$ cat config.mk
export PLATFORM = sky130hd
export DESIGN_NAME = chip_serial_decoder
export DESIGN_NICKNAME = d
export VERILOG_FILES = /design/src/rtl/chip_if_pkg.sv /design/src/rtl/chip_line_sampler.sv /design/src/rtl/chip_serial_decoder.sv
export SDC_FILE = /design/constraint.sdc
export NUM_CORES = 1
export LEC_CHECK = 0
export ABC_AREA = 0
export CORE_MARGIN = 10
export CORE_UTILIZATION = 58
export CTS_CLUSTER_SIZE = 40
export DETAILED_ROUTE_END_ITERATION = 8
export PLACE_DENSITY_LB_ADDON = 0.15
export SETUP_SLACK_MARGIN = 0.3
export SYNTH_ARGS = -nofsm -noshare
export SYNTH_HDL_FRONTEND = slang
export SYNTH_SLANG_ARGS = --single-unit
$ cat constraint.sdc
create_clock -name clk -period 2.7 [get_ports clk]
set_input_delay 0.54 -clock clk [delete_from_list [all_inputs] [get_ports clk]]
set_output_delay 0.54 -clock clk [all_outputs]
set_load 0.02 [all_outputs]
$ cat src/rtl/chip_if_pkg.sv
// ============================================================================
// chip_if_pkg : frame layout and FSM state encoding shared by the chip FSM
//               control block and the serial decoder.
// Revision    : 1.0
// ============================================================================
`default_nettype none

package chip_if_pkg;

  localparam int CHIP_ADDR_W  = 3;
  localparam int CHIP_DATA_W  = 8;
  localparam int CHIP_FRAME_W = CHIP_ADDR_W + CHIP_DATA_W;

  // Serial bit order on chip_data_in: address MSB first, data LSB last.
  localparam bit MSB_FIRST = 1'b1;

  typedef enum logic [1:0] {
    IDLE  = 2'd0,
    SHIFT = 2'd1,
    DONE  = 2'd2,
    HOLD  = 2'd3
  } chip_state_t;

endpackage

`default_nettype wire

$ cat src/rtl/chip_line_sampler.sv
// ============================================================================
// chip_line_sampler : registers the chip_* lines, detects chip_clk rising
//                     edges and times out a stalled frame.
// Revision          : 1.0
// ============================================================================
`default_nettype none

module chip_line_sampler #(
  parameter int TIMEOUT_CYC = 1024
) (
  input  logic clk,
  input  logic rst_n,
  input  logic chip_rst,
  input  logic chip_clk,
  input  logic chip_data_in,
  input  logic timer_en,
  output logic line_rst,
  output logic line_data,
  output logic rise,
  output logic timeout
);

  localparam int            TW        = $clog2(TIMEOUT_CYC + 1);
  localparam logic [TW-1:0] TMO_LIMIT = TW'(TIMEOUT_CYC);

  logic          r1_rst;
  logic          r1_clk;
  logic          r1_data;
  logic          r2_clk;
  logic [TW-1:0] r_idle_cnt;

  always_ff @(posedge clk) begin
    if (!rst_n) begin
      r1_rst  <= 1'b0;
      r1_clk  <= 1'b0;
      r1_data <= 1'b0;
      r2_clk  <= 1'b0;
    end else begin
      r1_rst  <= chip_rst;
      r1_clk  <= chip_clk;
      r1_data <= chip_data_in;
      r2_clk  <= r1_clk;
    end
  end

  assign rise      = r1_clk & ~r2_clk;
  assign line_rst  = r1_rst;
  assign line_data = r1_data;

  // Counts only while a frame is in progress; parks at the limit until the
  // FSM leaves SHIFT, which clears it.
  always_ff @(posedge clk) begin
    if (!rst_n || !timer_en || rise) begin
      r_idle_cnt <= '0;
    end else if (!timeout) begin
      r_idle_cnt <= r_idle_cnt + 1'b1;
    end
  end

  assign timeout = (r_idle_cnt == TMO_LIMIT);

endmodule

`default_nettype wire

$ cat src/rtl/chip_serial_decoder.sv
// ============================================================================
// chip_serial_decoder : decodes serial DAC-programming frames into a shadow
//                       register file, with frame/error reporting.
// Revision            : 1.0
// ============================================================================
`default_nettype none

module chip_serial_decoder
  import chip_if_pkg::*;
#(
  parameter int ADDR_W      = CHIP_ADDR_W,
  parameter int DATA_W      = CHIP_DATA_W,
  parameter int NUM_DAC     = 8,
  parameter int TIMEOUT_CYC = 1024,
  parameter int CNT_W       = 16
) (
  input  logic              clk,
  input  logic              rst_n,
  input  logic              chip_rst,
  input  logic              chip_clk,
  input  logic              chip_data_in,
  input  logic [ADDR_W-1:0] rd_addr,
  output logic [DATA_W-1:0] rd_data,
  output logic              frame_valid,
  output logic [ADDR_W-1:0] frame_addr,
  output logic [DATA_W-1:0] frame_data,
  output logic              frame_changed,
  output logic              frame_err,
  output logic [CNT_W-1:0]  frame_cnt,
  output logic [CNT_W-1:0]  err_cnt
);

  localparam int            FRAME_W  = ADDR_W + DATA_W;
  localparam int            BW       = $clog2(FRAME_W + 1);
  localparam logic [BW-1:0] LAST_BIT = BW'(FRAME_W - 1);

  logic w_line_rst;
  logic w_line_data;
  logic w_rise;
  logic w_timeout;

  chip_state_t r_state;
  chip_state_t w_state_next;

  logic               w_start;
  logic               w_take;
  logic               w_commit;
  logic               w_err;
  logic [BW-1:0]      r_bit_cnt;
  logic [FRAME_W-1:0] r_shift;
  logic [DATA_W-1:0]  r_shadow [NUM_DAC];

  logic [ADDR_W-1:0]  w_addr;
  logic [DATA_W-1:0]  w_data;

  chip_line_sampler #(
    .TIMEOUT_CYC (TIMEOUT_CYC)
  ) u_sampler (
    .clk          (clk),
    .rst_n        (rst_n),
    .chip_rst     (chip_rst),
    .chip_clk     (chip_clk),
    .chip_data_in (chip_data_in),
    .timer_en     (r_state == SHIFT),
    .line_rst     (w_line_rst),
    .line_data    (w_line_data),
    .rise         (w_rise),
    .timeout      (w_timeout)
  );

  function automatic logic [FRAME_W-1:0] shift_in(input logic [FRAME_W-1:0] base,
                                                  input logic               b);
    return MSB_FIRST ? {base[FRAME_W-2:0], b} : {b, base[FRAME_W-1:1]};
  endfunction

  assign w_addr = r_shift[FRAME_W-1 -: ADDR_W];
  assign w_data = r_shift[DATA_W-1:0];

  always_ff @(posedge clk) begin
    if (!rst_n) begin
      r_state <= IDLE;
    end else begin
      r_state <= w_state_next;
    end
  end

  always_comb begin
    w_state_next = r_state;
    w_start      = 1'b0;
    w_take       = 1'b0;
    w_commit     = 1'b0;
    w_err        = 1'b0;
    if (w_line_rst) begin
      // Chip reset wins over everything, including a frame about to commit.
      w_state_next = HOLD;
      w_err        = w_rise;
    end else begin
      case (r_state)
        IDLE: begin
          if (w_rise) begin
            w_start      = 1'b1;
            w_state_next = SHIFT;
          end
        end
        SHIFT: begin
          if (w_rise) begin
            w_take = 1'b1;
            if (r_bit_cnt == LAST_BIT) begin
              w_state_next = DONE;
            end
          end else if (w_timeout) begin
            w_err        = 1'b1;
            w_state_next = IDLE;
          end
        end
        DONE: begin
          w_commit = 1'b1;
          if (w_rise) begin
            w_start      = 1'b1;
            w_state_next = SHIFT;
          end else begin
            w_state_next = IDLE;
          end
        end
        HOLD: begin
          w_err        = w_rise;
          w_state_next = IDLE;
        end
        default: w_state_next = IDLE;
      endcase
    end
  end

  always_ff @(posedge clk) begin
    if (!rst_n) begin
      r_bit_cnt     <= '0;
      r_shift       <= '0;
      rd_data       <= '0;
      frame_valid   <= 1'b0;
      frame_addr    <= '0;
      frame_data    <= '0;
      frame_changed <= 1'b0;
      frame_err     <= 1'b0;
      frame_cnt     <= '0;
      err_cnt       <= '0;
      for (int i = 0; i < NUM_DAC; i++) begin
        r_shadow[i] <= '0;
      end
    end else begin
      rd_data     <= r_shadow[rd_addr];
      frame_valid <= w_commit;
      frame_err   <= w_err;

      if (w_start) begin
        r_shift   <= shift_in('0, w_line_data);
        r_bit_cnt <= BW'(1);
      end else if (w_take) begin
        r_shift   <= shift_in(r_shift, w_line_data);
        r_bit_cnt <= r_bit_cnt + 1'b1;
      end else if (w_state_next != SHIFT) begin
        r_bit_cnt <= '0;
      end

      if (w_line_rst) begin
        for (int i = 0; i < NUM_DAC; i++) begin
          r_shadow[i] <= '0;
        end
      end else if (w_commit) begin
        r_shadow[w_addr] <= w_data;
        frame_addr       <= w_addr;
        frame_data       <= w_data;
        frame_changed    <= (r_shadow[w_addr] != w_data);
        if (frame_cnt != {CNT_W{1'b1}}) begin
          frame_cnt <= frame_cnt + 1'b1;
        end
      end

      if (w_err && (err_cnt != {CNT_W{1'b1}})) begin
        err_cnt <= err_cnt + 1'b1;
      end
    end
  end

endmodule

`default_nettype wire
* Word-level counts from Yosys, hierarchy flattened
Memories as Yosys holds them, arrays and structs flattened. A register that Yosys moved wholly into a read port is not among the register bits.
Index checks and enable logic that the tools add are counted.
** Storage, ports and cells
- Flip-flop bits (word level) :: 78
- Memories kept :: 1
- Output and inout port bits :: 54
- Bits of input ports :: 8
- Bits in writable memories :: 64
** Operators by class
- Add/subtract/negate cells :: 4
- Bitwise logic cells :: 12
- Equality and inequality tests :: 9
- Multiplexer cells :: 44
- Reduce and logical (&&, ||, !) cells :: 15
** Memory list
- r_shadow :: words 8, width 8, rd ports 2, clocked after Yosys merged registers in 2, wr ports 8, RTL line chip_serial_decoder.sv:51 : logic [DATA_W-1:0] r_shadow [NUM_DAC];
** Operators by type and width (number)
- $mux W8 :: 9
- $add A16 B1 Y16 const B :: 2
- $ne A16 B16 Y1 const B :: 2
- $mux W1 :: 23
- $add A11 B1 Y11 const B :: 1
- $eq A11 B11 Y1 const B :: 1
- $mux W2 :: 5
- $mux W3 :: 3
- $mux W4 :: 2
- $ne A8 B8 Y1 :: 1
- $or A1 B1 Y1 :: 8
- $pmux W2 S4 :: 1
- $reduce_or A8 Y1 :: 1
- $add A4 B1 Y4 const B :: 1
- $eq A2 B2 Y1 const B :: 2
- $eq A4 B4 Y1 const B :: 1
- $reduce_bool A2 Y1 :: 2
- $reduce_or A2 Y1 :: 2
- $logic_not A1 Y1 :: 3
- $not A1 Y1 :: 3
- $reduce_and A3 Y1 :: 1
- $reduce_bool A3 Y1 :: 1
- $eq A2 B1 Y1 const B :: 1
- $logic_not A2 Y1 :: 1
- 6 further kinds :: 7

* Longest topological paths before layout
- Word-level depth :: 9
- Depth in mapped cells :: 9

* Modules after synthesis
Synthesis repeated with hierarchy kept, for this count alone.
** Unflattened totals
- Cell total of the unflattened synthesis :: 664
- Area total of the unflattened synthesis :: 7264.5 um^2
** Modules (own cells, without submodules)
- chip_serial_decoder :: cells each 590, sequential area each 3403.3 um^2, area an instance 6577.6 um^2, instances 1
- chip_line_sampler :: cells each 74, sequential area each 300.3 um^2, area an instance 686.9 um^2, instances 1

* Least setup slack after synthesis
Ideal clock, no wire load.
- Path kind :: input to register
- Start :: input port rst_n
- End :: memory r_shadow[2][0] (netlist bit) (enable)
- Setup slack :: 137 ps
- Stages :: 5
- Required time :: 2316 ps
- Arrival :: 2179 ps
- Path through :: clkbuf_1 clkinv_1 or3_1 clkbuf_1 o21ai_0
** RTL lines
- start, declared :: RTL line chip_serial_decoder.sv:18 : input logic rst_n,
- end, declared :: RTL line chip_serial_decoder.sv:51

==> out/qor.log <==
qor: route.detail_route.wl_per_cell 19.33 um
qor: critical_path.setup.worst_path.start_class flip-flop
qor: grt.all_layer_gr_usage 20.24%
qor: layout.insertedDiodeCount 0
qor: layout.fin_cells 920
qor: logic_synthesis.synthesis.nets 689
qor: cts.tritoncts.num_buffers 17
qor: die.core_area 12110 sq um
qor: route.drtPass1Iterations 5
qor: cts.path_clk_slew 0.06 ns
qor: logic_synthesis.synthesis.area 7208 sq um
qor: grt.first_pass_grt_wire_length 28320 um
qor: die.full_die_area 17290 sq um
qor: cts.hold_buffers 0
qor: timing.fmax 0.4231 GHz
qor: critical_path.timing.critical_path.slowest_stage_cell dfxtp_1
qor: critical_path.crit_fanout 10
qor: die.initial_core_utilization 59.51%
qor: critical_path.critical-path-top-delay-family compound AO/OA/AOI/OAI gates
qor: logic_synthesis.synth.distinct_cells 56
qor: timing.finClkSkew 0.007676 ns
qor: route.avgViaCountPerCell 6.000
qor: placed_design.post-dp-hpwl 12460 um
qor: route.drt_wl_total 17780 um
qor: placed_design.place.detailed.instances 888
qor: cts.cts_root_buf clkbuf_16
qor: die.die_height 131.5 um
qor: placed_design.place.gp.congestion 0.8791
qor: logic_synthesis.synth-edff-count 64
qor: layout.post_layout_util 71.64%
qor: critical_path.cp_num_buf_inv 0
qor: cts.cts_num_sinks 153
qor: timing.slew_viols_final 0
qor: layout.layout.cell_area.non_filler 8677 sq um
qor: timing.layout_setup_ws 0.3366 ns
qor: timing.number_of_failing_hold_endpoints_at_the_final_stage 0
qor: critical_path.cp_data_required_time 2.97 ns
qor: die.placement_rows 40
qor: timing.max_slew_headroom 52.35%
qor: timing.grt_setup_unrepaired no
qor: cts.clock_h_tree_levels 4
qor: layout.syn2layout_area_growth 20.38%
qor: logic_synthesis.ys_dominant_reg_cell dfxtp_1
qor: logic_synthesis.syn-instance-count 675
qor: grt.antenna_violations_before_repair 0
qor: cts.tritoncts built
qor: critical_path.critPathArrivalTime 2.64 ns
qor: timing.final_min_period_over_clock_period 87.53%
qor: timing.report.final.setup_viol 0
qor: route.overall_via_count_from_detail_route 5520
qor: job.max-cap-violations 0
qor: critical_path.cp_cell_sequence mux2i_1, nand3_1, a31o_2, a2111oi_0, a31oi_1
qor: critical_path.class_of_the_most_critical_setup_path reg2reg
qor: logic_synthesis.synth_warnings 0
qor: power.p_leak 3.041 nW
qor: critical_path.end_kind flip-flop
qor: cts.postCtsSetupRepairBufs 0
qor: grt.first_global_vias 5458
qor: power.powerDensity 606.3 nW/um^2
qor: cts.postCtsResizedCells 0
qor: cts.clk_latency 0.42 ns
qor: die.ioPinCount 62
qor: layout.nNetsFinal 753
qor: logic_synthesis.postSynthAreaPerCell 10.68 sq um
qor: placed_design.port_buffers 61
qor: status.run_status finished, final reports clean
qor: logic_synthesis.synth-async-reset-ratio 0%
qor: timing.worst_slew_pin_slew 0.6967 ns
qor: die.die_x 131.5 um
qor: logic_synthesis.ys_seq_elements 153
qor: hold_path.worstHoldPathType reg2reg
qor: critical_path.max_stage_delay 0.71 ns
qor: grt.grt.overflow.total 0
qor: layout.post_route_cells_drive_above_1_share 11.97%
qor: logic_synthesis.seq_area_frac_synth 51.38%
qor: grt.largest_net_degree_at_the_start_of_global_routing 51
qor: timing.setup_tns 0 ns
qor: placed_design.place_worst_setup_slack 0.1610 ns
qor: route.drt_iter0_drc 558
qor: placed_design.dpl_cell_area 8058 sq um
qor: timing.post-route-min-period 2.363 ns
qor: power.vdd.ir_drop.worst 403.6 uV
qor: cts.clock_path_buffers 2
qor: route.ant_nets_after_route 0
qor: route.drc 0
==> state kept, by name, indices dropped and copies added (netlist names), 2 cells and up, named ones only <==
signal / cells
r_shift: 11
frame_cnt: 16
frame_data: 8
frame_addr: 3
r_bit_cnt: 4
r_shadow: 64
r_state: 2
rd_data: 8
u_sampler.r_idle_cnt: 11
err_cnt: 16
==> worst register-to-register path, cell delays in order (launching register included) <==
cell,delay [ns]
dfxtp_1,0.71
mux2i_1,0.27
nand3_1,0.13
a31o_2,0.26
a2111oi_0,0.66
a31oi_1,0.18
==> kinds of logic after synthesis <==
family | count (synthesis) | share of synthesized area (%)
and+or+nand+nor | 287 | 21.23
adders and majority gates | 6 | 1.041
xor gates and xnor gates | 24 | 2.916
muxes | 59 | 12.53
AOI/OAI and AO/OA | 94 | 7.898
buffers and inverters | 52 | 3.003
DFF | 153 | 51.38
==> synthesized netlist by cell type, types with 3 or more instances <==
library cell  count  area, sq um
dfxtp_1          89         1782
nand2_1          70        262.8
and2_1           69        431.7
edfxtp_1         64         1922
nor2_1           47        176.4
a21oi_1          41        205.2
clkbuf_1         34        127.6
mux2i_1          34        340.3
mux4_2           25        563.0
nand3_1          23        115.1
o21ai_0          18        90.09
xor2_1           15        131.4
nand2b_1         10        62.56
xnor2_1           9        78.83
nand4_1           8        50.05
or3_1             8        50.05
and3_1            7        43.79
inv_1             7        26.28
nor3_1            7        35.03
o31ai_1           7        52.55
ha_1              6        75.07
nor2b_1           6        37.54
nor4_1            6        37.54
or4_1             6        45.04
buf_2             5        25.02
nor3b_1           4        30.03
o211ai_1          4        30.03
a31o_2            3        26.28
a31oi_1           3        18.77
and4_1            3        26.28
nand3b_1          3        22.52
o21a_1            3        22.52
==> area by class of cell <==
type / count / area, sq um
Clock buffer: 25 / 508.0
Clock inverter: 7 / 111.4
Fill cell: 887 / 3435
Inverter: 8 / 30.03
Multi-Input combinational cell: 470 / 3293
Sequential cell: 153 / 3704
Tap cell: 168 / 210.2
Timing Repair Buffer: 89 / 820.8
==> cell usage in the layout, fill, tap and decap left out, drive strengths merged, types with 7 or more instances in the layout <==
cell | Yosys | final
buf | 10 | 28
nand4 | 9 | 9
mux4 | 25 | 25
nand2b | 10 | 10
inv | 7 | 8
o31ai | 7 | 7
nand2 | 70 | 70
clkdlybuf4s50 | 0 | 61
dfxtp | 89 | 89
nor4 | 7 | 7
xnor2 | 9 | 9
and2 | 69 | 69
nand3 | 23 | 23
mux2i | 34 | 34
xor2 | 15 | 15
clkbuf | 34 | 25
and3 | 7 | 7
edfxtp | 64 | 64
nor3 | 9 | 9
nor2 | 47 | 47
a21oi | 41 | 41
or3 | 8 | 8
o21ai | 19 | 19
==> per-stage QoR <==
stage | hold slack (ns) | total power [mW]
6_report | 0.4535 | 5.261
3_5_place_dp | 0.4502 | 2.835
3_3_place_gp | 0.4467 | 2.826
2_1_floorplan | 0.4291 | 2.725
4_1_cts | 0.4553 | 5.286
5_1_grt | 0.4741 | 5.410
==> worst paths after layout <==
path | from | depth (start not counted) | slack (ns) | end
setup / recovery | flip-flop | 5 | 0.34 | frame_changed
hold / removal | frame_data[2] | 2 | 0.45 | frame_data[2]
setup reg to reg | flip-flop | 5 | 0.34 | frame_changed
hold reg to reg | frame_data[2] | 2 | 0.45 | frame_data[2]
==> report_power, final <==
| group | switching [mW] | total [mW] | internal [mW] |
|---|---|---|---|
| sequential | 0.0461 | 2.51 | 2.47 |
| combinational | 0.153 | 0.276 | 0.122 |
| clock | 0.886 | 2.47 | 1.59 |
==> per-layer routing <==
metal  vias to the layer above  track usage [%]  share of wire (%)
met3                        41            5.030                7.8
met1                      2684            25.37                 42
met2                       231            33.42                 48
met4                         0            6.799                1.9
met5                         -                0                  0
li1                       2564                -                  -
Note: power is estimated with default switching activity, not from simulation.
